--- config.mk ---
export PLATFORM = sky130hd
export DESIGN_NAME = line_window_scheduler
export DESIGN_NICKNAME = d
export VERILOG_FILES = /design/src/rtl/line_buffer_pkg.sv /design/src/rtl/line_occupancy_counter.sv /design/src/rtl/line_window_scheduler.sv
export SDC_FILE = /design/constraint.sdc
export NUM_CORES = 1
export LEC_CHECK = 0
export CAP_MARGIN = 15
export CORE_MARGIN = 10
export CORE_UTILIZATION = 40
export DETAILED_ROUTE_END_ITERATION = 6
export HOLD_SLACK_MARGIN = 0.15
export REMOVE_ABC_BUFFERS = 1
export SLEW_MARGIN = 15
export SYNTH_ARGS = -nofsm -noshare
export SYNTH_HDL_FRONTEND = slang
export SYNTH_SLANG_ARGS = --single-unit
--- constraint.sdc ---
create_clock -name clk -period 3.6 [get_ports clk]
set_input_delay 0.36 -clock clk [delete_from_list [all_inputs] [get_ports clk]]
set_output_delay 0.36 -clock clk [all_outputs]
set_load 0.02 [all_outputs]
--- src/rtl/line_buffer_pkg.sv ---
// Constants, state encoding and bank mapping for the circular line buffer.
// Shared by the UART loader and the read-side window scheduler.
package line_buffer_pkg;

  localparam int PIXELS_PER_LINE = 256;
  localparam int LINES_PER_FRAME = 256;
  localparam int NUM_BANKS       = 4;
  localparam int WINDOW_ROWS     = 3;

  localparam int COL_W  = $clog2(PIXELS_PER_LINE);
  // One extra bit so the line count can reach LINES_PER_FRAME itself.
  localparam int LINE_W = $clog2(LINES_PER_FRAME) + 1;
  localparam int BANK_W = $clog2(NUM_BANKS);

  localparam int REFILL_ROWS = LINES_PER_FRAME - NUM_BANKS;
  localparam int OUT_ROWS    = LINES_PER_FRAME - 2;

  typedef logic [BANK_W-1:0] bank_idx_t;
  typedef logic [LINE_W-1:0] line_idx_t;
  typedef logic [COL_W-1:0]  col_idx_t;

  localparam line_idx_t LAST_ROW     = line_idx_t'(OUT_ROWS);
  localparam line_idx_t REFILL_LIMIT = line_idx_t'(REFILL_ROWS);
  localparam line_idx_t FRAME_LINES  = line_idx_t'(LINES_PER_FRAME);
  localparam line_idx_t BANK_CAP     = line_idx_t'(NUM_BANKS);
  localparam col_idx_t  COL_LAST     = col_idx_t'(PIXELS_PER_LINE - 1);

  typedef enum logic [1:0] {
    S_IDLE    = 2'd0,
    S_READ    = 2'd1,
    S_RELEASE = 2'd2,
    S_DONE    = 2'd3
  } sched_state_t;

  function automatic bank_idx_t bank_of(input line_idx_t line);
    return bank_idx_t'(line % line_idx_t'(NUM_BANKS));
  endfunction

endpackage

--- src/rtl/line_occupancy_counter.sv ---
// Tracks how many lines the loader has written this frame, whether a full
// 3-row window is resident, and flags writes into an already-full buffer.
module line_occupancy_counter
  import line_buffer_pkg::*;
(
  input  logic              clk,
  input  logic              reset,
  input  logic              wr_line_done,
  input  logic              frame_clear,
  input  logic [LINE_W-1:0] row,
  output logic              window_ready,
  output logic              overrun_err
);

  logic [LINE_W-1:0] lines_written_reg;
  logic [LINE_W-1:0] lines_written_next;
  logic [LINE_W-1:0] occupancy;
  logic [LINE_W:0]   rows_needed;
  logic              bank_full;
  logic              overrun_reg;

  // Banks currently held: lines landed minus lines already released.
  assign occupancy    = lines_written_reg - row;
  assign bank_full    = (occupancy == BANK_CAP);
  assign rows_needed  = {1'b0, row} + (LINE_W+1)'(WINDOW_ROWS);
  assign window_ready = ({1'b0, lines_written_reg} >= rows_needed);

  always_comb begin
    lines_written_next = lines_written_reg;
    if (frame_clear) begin
      // A line finishing on the wrap cycle belongs to the next frame.
      lines_written_next = wr_line_done ? LINE_W'(1) : '0;
    end else if (wr_line_done && (lines_written_reg != FRAME_LINES)) begin
      lines_written_next = lines_written_reg + 1'b1;
    end
  end

  always_ff @(posedge clk or posedge reset) begin
    if (reset) begin
      lines_written_reg <= '0;
      overrun_reg       <= 1'b0;
    end else begin
      lines_written_reg <= lines_written_next;
      if (wr_line_done && bank_full) begin
        overrun_reg <= 1'b1;
      end
    end
  end

  assign overrun_err = overrun_reg;

endmodule

--- src/rtl/line_window_scheduler.sv ---
// Read-side sequencer for the circular line buffer: walks rows and columns,
// presents a 3-bank window and asks the loader to refill each freed bank.
module line_window_scheduler
  import line_buffer_pkg::*;
(
  input  logic              clk,
  input  logic              reset,
  input  logic              enable,
  input  logic              wr_line_done,
  input  logic              proc_ready,
  output logic              rd_en,
  output logic [COL_W-1:0]  rd_addr,
  output logic [BANK_W-1:0] bank_top,
  output logic [BANK_W-1:0] bank_mid,
  output logic [BANK_W-1:0] bank_bot,
  output logic              pix_valid,
  output logic [LINE_W-1:0] out_row,
  output logic              refill_req,
  output logic              frame_done,
  output logic              overrun_err,
  output logic              busy
);

  sched_state_t state_reg;
  sched_state_t state_next;

  logic [COL_W-1:0]  col_reg;
  logic [LINE_W-1:0] row_reg;
  logic [LINE_W-1:0] row_inc;

  logic [WINDOW_ROWS-1:0][BANK_W-1:0] bank_sel;
  logic [WINDOW_ROWS-1:0][BANK_W-1:0] bank_reg;

  logic window_ready;
  logic start_row;
  logic rd_issue;
  logic release_row;
  logic frame_clear;
  logic refill_next;
  logic frame_done_next;
  logic busy_next;

  logic             rd_en_reg;
  logic [COL_W-1:0] rd_addr_reg;
  logic             pix_valid_reg;
  logic             refill_req_reg;
  logic             frame_done_reg;
  logic             busy_reg;

  assign row_inc = row_reg + 1'b1;

  line_occupancy_counter u_occupancy (
    .clk          (clk),
    .reset        (reset),
    .wr_line_done (wr_line_done),
    .frame_clear  (frame_clear),
    .row          (row_reg),
    .window_ready (window_ready),
    .overrun_err  (overrun_err)
  );

  // Window tap gi reads line row+gi, which lives in bank (row+gi) mod NUM_BANKS.
  genvar gi;
  generate
    for (gi = 0; gi < WINDOW_ROWS; gi++) begin : g_tap
      assign bank_sel[gi] = bank_of(row_reg + LINE_W'(gi));
    end
  endgenerate

  always_ff @(posedge clk or posedge reset) begin
    if (reset) begin
      state_reg <= S_IDLE;
    end else begin
      state_reg <= state_next;
    end
  end

  always_comb begin
    state_next = state_reg;
    case (state_reg)
      S_IDLE: begin
        if (enable && window_ready) begin
          state_next = S_READ;
        end
      end
      S_READ: begin
        if (proc_ready && (col_reg == COL_LAST)) begin
          state_next = S_RELEASE;
        end
      end
      S_RELEASE: begin
        state_next = (row_inc == LAST_ROW) ? S_DONE : S_IDLE;
      end
      S_DONE: begin
        state_next = S_IDLE;
      end
      default: begin
        state_next = S_IDLE;
      end
    endcase
  end

  // Pulse outputs are keyed on the next state so they line up with the state.
  always_comb begin
    start_row       = 1'b0;
    rd_issue        = 1'b0;
    release_row     = 1'b0;
    frame_clear     = 1'b0;
    busy_next       = (state_next != S_IDLE);
    refill_next     = (state_next == S_RELEASE) && (row_reg < REFILL_LIMIT);
    frame_done_next = (state_next == S_DONE);
    case (state_reg)
      S_IDLE:    start_row   = (state_next == S_READ);
      S_READ:    rd_issue    = proc_ready;
      S_RELEASE: release_row = 1'b1;
      S_DONE:    frame_clear = 1'b1;
      default:   start_row   = 1'b0;
    endcase
  end

  always_ff @(posedge clk or posedge reset) begin
    if (reset) begin
      col_reg        <= '0;
      row_reg        <= '0;
      bank_reg       <= '0;
      rd_en_reg      <= 1'b0;
      rd_addr_reg    <= '0;
      pix_valid_reg  <= 1'b0;
      refill_req_reg <= 1'b0;
      frame_done_reg <= 1'b0;
      busy_reg       <= 1'b0;
    end else begin
      rd_en_reg      <= rd_issue;
      pix_valid_reg  <= rd_en_reg;
      refill_req_reg <= refill_next;
      frame_done_reg <= frame_done_next;
      busy_reg       <= busy_next;

      if (rd_issue) begin
        rd_addr_reg <= col_reg;
      end

      // The column counter wraps to 0 on the last issue, ready for the next row.
      if (start_row) begin
        col_reg  <= '0;
        bank_reg <= bank_sel;
      end else if (rd_issue) begin
        col_reg <= col_reg + 1'b1;
      end

      if (release_row) begin
        row_reg <= row_inc;
      end else if (frame_clear) begin
        row_reg <= '0;
      end
    end
  end

  assign rd_en      = rd_en_reg;
  assign rd_addr    = rd_addr_reg;
  assign bank_top   = bank_reg[0];
  assign bank_mid   = bank_reg[1];
  assign bank_bot   = bank_reg[2];
  assign pix_valid  = pix_valid_reg;
  assign out_row    = row_reg;
  assign refill_req = refill_req_reg;
  assign frame_done = frame_done_reg;
  assign busy       = busy_reg;

endmodule
==> run summary <==
Status = complete, no violations
Fin crit period = 3110 ps
ANT nets after route = 0
First-pass GRT wire length = 12.5 mm
Area of all placed cells without fillers = 0.00349 mm2
Flop-to-flop setup slack = 490 ps
Ports = 34
Worst EP arrival = 3290 ps
Slew @ Worst Pin = 983 ps
Seq cells post-synth = 47
Critical path fanouts, max = 11
Mux contribution to synthesized area = 2.52%
Hold path endpoint = pix_valid
Max Clk Rate = 321 MHz
Max-slew headroom = 34.4%
Max-slew violations = 0
Slowest-stage cell, CP = dfrtp_1
CTS tree = yes
FF-to-FF path depth = 10
Vias in the first global route = 2399
Final setup violation count = 0
Slowest stage delay, CP = 550 ps
Initial antenna violation count = 0
1st-iter DRT viols = 139
Die width = 106 um
Final HPWL DP = 5.18 mm
Dominant synthesized flop cell = dfrtp_1
CTS sink cnt = 47
Worst r2r src = out_row[1]
CTS Hold Buffers Added = 0
Tot GR Track Use = 13.2%
Min-delay src = rd_en
Share of post-route cells with drive strength above 1 = 7.84%
RD Place Congestion = 0.825
Clock skew = 12.2 ps
Clk slew on worst S/H paths = 100 ps
Combinational family with the most area after synthesis = simple AND/OR/NAND/NOR gates
Core area = 0.00725 mm2
Adder-Cell Fraction of Synth Area = 10.3%
Post-Syn Area per Cell = 9.08 um2
Top delay family on crit path = compound AO/OA/AOI/OAI gates
Initial Utilization = 41.0%
# fillers = 718
TritonCTS Buffers = 5
Synth Area in XOR/XNOR = 6.47%
DRC viols = 0
Setup ws final = 489 ps
Buf/Inv on CP = 1
IO Port Bufs = 33
Largest net degree at the start of global routing = 48
Leakage Power = 1.49 nW
Detailed-route vias per instance = 5.17
# Post-CTS Setup Buffers = 0
WL/cell = 15.5 um
Post-Synthesis Cells = 328
Power Density = 555 mW/mm2
H-tree lvl count = 2
Nature of the critical path startpoint = flop
Seq/Total Area, Yosys = 39.5%
Layout net count = 385
Cell Chain, Critical Path = inv_1 -> ha_1 -> or3_2 -> xnor2_1 -> ha_1 -> a21o_1 -> a21o_1 -> a21oi_1 -> o2bb2ai_2 -> mux2_2
Simple-gate share of the synthesized area = 22.9%
Congestion Overflow GR = 0
Final period utilization = 86.4%
Die height = 106 um
Worst Path Required = 3780 ps
Number of distinct library cells after synthesis = 55
Pre-CTS WS = 473 ps
Syn-to-layout area delta = 17.1%
Area of placed instances = 0.00336 mm2
DRT Pass-1 Iters = 4
Row Count = 31
Synthesized area = 0.00298 mm2
Compound-cell area share of the yosys netlist = 13.6%
Final Hold Viols = 0
Setup Crit Path Kind = reg -> reg
Via count = 2358
Type of the worst min-delay path = reg -> reg
Setup_tns = 0 ps
Clk_lat worst skew = 300 ps
CTS Root Cell = clkbuf_8
Ys async rst share = 100%
Post-synth EDFFs = 0
Routed wire length = 7.09 mm
Unrepaired setup endpoints after global routing = false
Worst Hold Depth = 0
Worst r2r dst = bank_top[1]
# diodes = 0
Die area = 0.0113 mm2
Peak VDD IR = 308 uV
Post-cts sizing count = 0
CP endpoint kind = flop
CTS max path bufs = 2
Max cap viols = 0
YS warnings = 0
metrics by stage:
stage               util (%)  hold WS [ps]  power, mW  std cells
floorplan                  -           462       1.27        314
global placement        46.4           373       1.51        448
detailed placement      46.4           363       1.53        448
CTS                     48.1           411       1.95        456
global route            48.1           417       2.09        456
finish                  48.1           408       1.93        456
metal layers:
| layer | part of all wire [%] | up-vias | track usage, % |
|---|---|---|---|
| met4 | 1.1 | 0 | 3.97 |
| met3 | 5.9 | 7 | 3.86 |
| met1 | 49 | 1100 | 18.2 |
| li1 | - | 1196 | - |
| met2 | 44 | 55 | 19.5 |
| met5 | 0 | - | 0 |
cell usage after synthesis, types with 2 or more instances:
cell       number  area [um2]
dfrtp_1        47        1180
nand2_1        47         176
nor2_1         32         120
ha_1           23         288
a21oi_1        18        90.1
o21ai_0        14        70.1
inv_1          13        48.8
xnor2_1        13         114
nand3_1        10        50.1
xor2_1          9        78.8
nor3_1          8        40.0
nand4_1         7        43.8
clkbuf_1        6        22.5
o22ai_1         6        37.5
buf_4           5        37.5
and2_1          4        25.0
mux2_2          4        45.0
nor2b_1         4        25.0
or3_1           4        25.0
a21o_1          3        22.5
and3_2          3        22.5
mux2i_1         3        30.0
nand3b_1        3        22.5
a211oi_1        2        15.0
a22o_1          2        17.5
and2b_2         2        17.5
and3_1          2        12.5
nand2b_1        2        12.5
nor3b_1         2        15.0
nor4b_1         2        17.5
o2111ai_1       2        17.5
o211ai_1        2        15.0
o31ai_1         2        15.0
cell usage in the layout, fill, tap and decap left out, types with 2 or more instances in the layout:
| cell type | synthesis | final |
|---|---|---|
| a211oi_1 | 2 | 2 |
| a21o_1 | 3 | 3 |
| a21oi_1 | 18 | 18 |
| a22o_1 | 2 | 2 |
| and2_1 | 4 | 4 |
| and2b_2 | 2 | 2 |
| and3_1 | 2 | 2 |
| and3_2 | 3 | 3 |
| buf_4 | 5 | 2 |
| clkbuf_8 | 0 | 6 |
| clkdlybuf4s50_1 | 0 | 33 |
| dfrtp_1 | 47 | 47 |
| ha_1 | 23 | 23 |
| inv_1 | 13 | 12 |
| inv_2 | 1 | 2 |
| mux2_2 | 4 | 4 |
| mux2i_1 | 3 | 3 |
| nand2_1 | 47 | 47 |
| nand2b_1 | 2 | 2 |
| nand3_1 | 10 | 10 |
| nand3b_1 | 3 | 3 |
| nand4_1 | 7 | 7 |
| nor2_1 | 32 | 32 |
| nor2b_1 | 4 | 4 |
| nor3_1 | 8 | 8 |
| nor3b_1 | 2 | 2 |
| nor4b_1 | 2 | 2 |
| o2111ai_1 | 2 | 2 |
| o211ai_1 | 2 | 2 |
| o21ai_0 | 14 | 14 |
| o22ai_1 | 6 | 6 |
| o31ai_1 | 2 | 2 |
| or3_1 | 4 | 4 |
| xnor2_1 | 13 | 13 |
| xor2_1 | 9 | 9 |
layout make-up:
type / instances / area [um2] / area share [%]
clock buffer: 6 / 82.6 / 2.37
clock inverter: 2 / 38.8 / 1.11
inverter: 15 / 56.3 / 1.62
multi-input combinational: 252 / 1660 / 47.7
sequential: 47 / 1180 / 33.7
tap: 99 / 124 / 3.55
timing repair buffer: 35 / 345 / 9.91
power breakdown:
part	internal [mW]	switching, mW	total (mW)	leakage (nW)
Clock	0.229	0.192	0.421	0.0618
Sequential	0.637	0.140	0.777	0.608
Combinational	0.336	0.400	0.736	0.825
worst max-delay path by stage:
stage	start	endpoint	slack [ps]	depth (start not counted)
CTS	out_row[1]	bank_top[1]	440	10
global route	out_row[1]	bank_top[1]	250	10
floorplan	out_row[0]	bank_mid[0]	600	10
finish	out_row[1]	bank_top[1]	490	10
detailed placement	out_row[1]	bank_top[1]	470	10
global placement	out_row[1]	bank_mid[0]	550	10
cells by family after synthesis:
kind of cell	after synthesis
flip-flops	47
buffers and inverters	29
AO/OA/AOI/OAI	61
XOR/XNOR	22
adder cells (fa/ha/maj)	24
multiplexers	7
AND/OR/NAND/NOR	138
No activity file was read; power rests on OpenSTA's default activity.
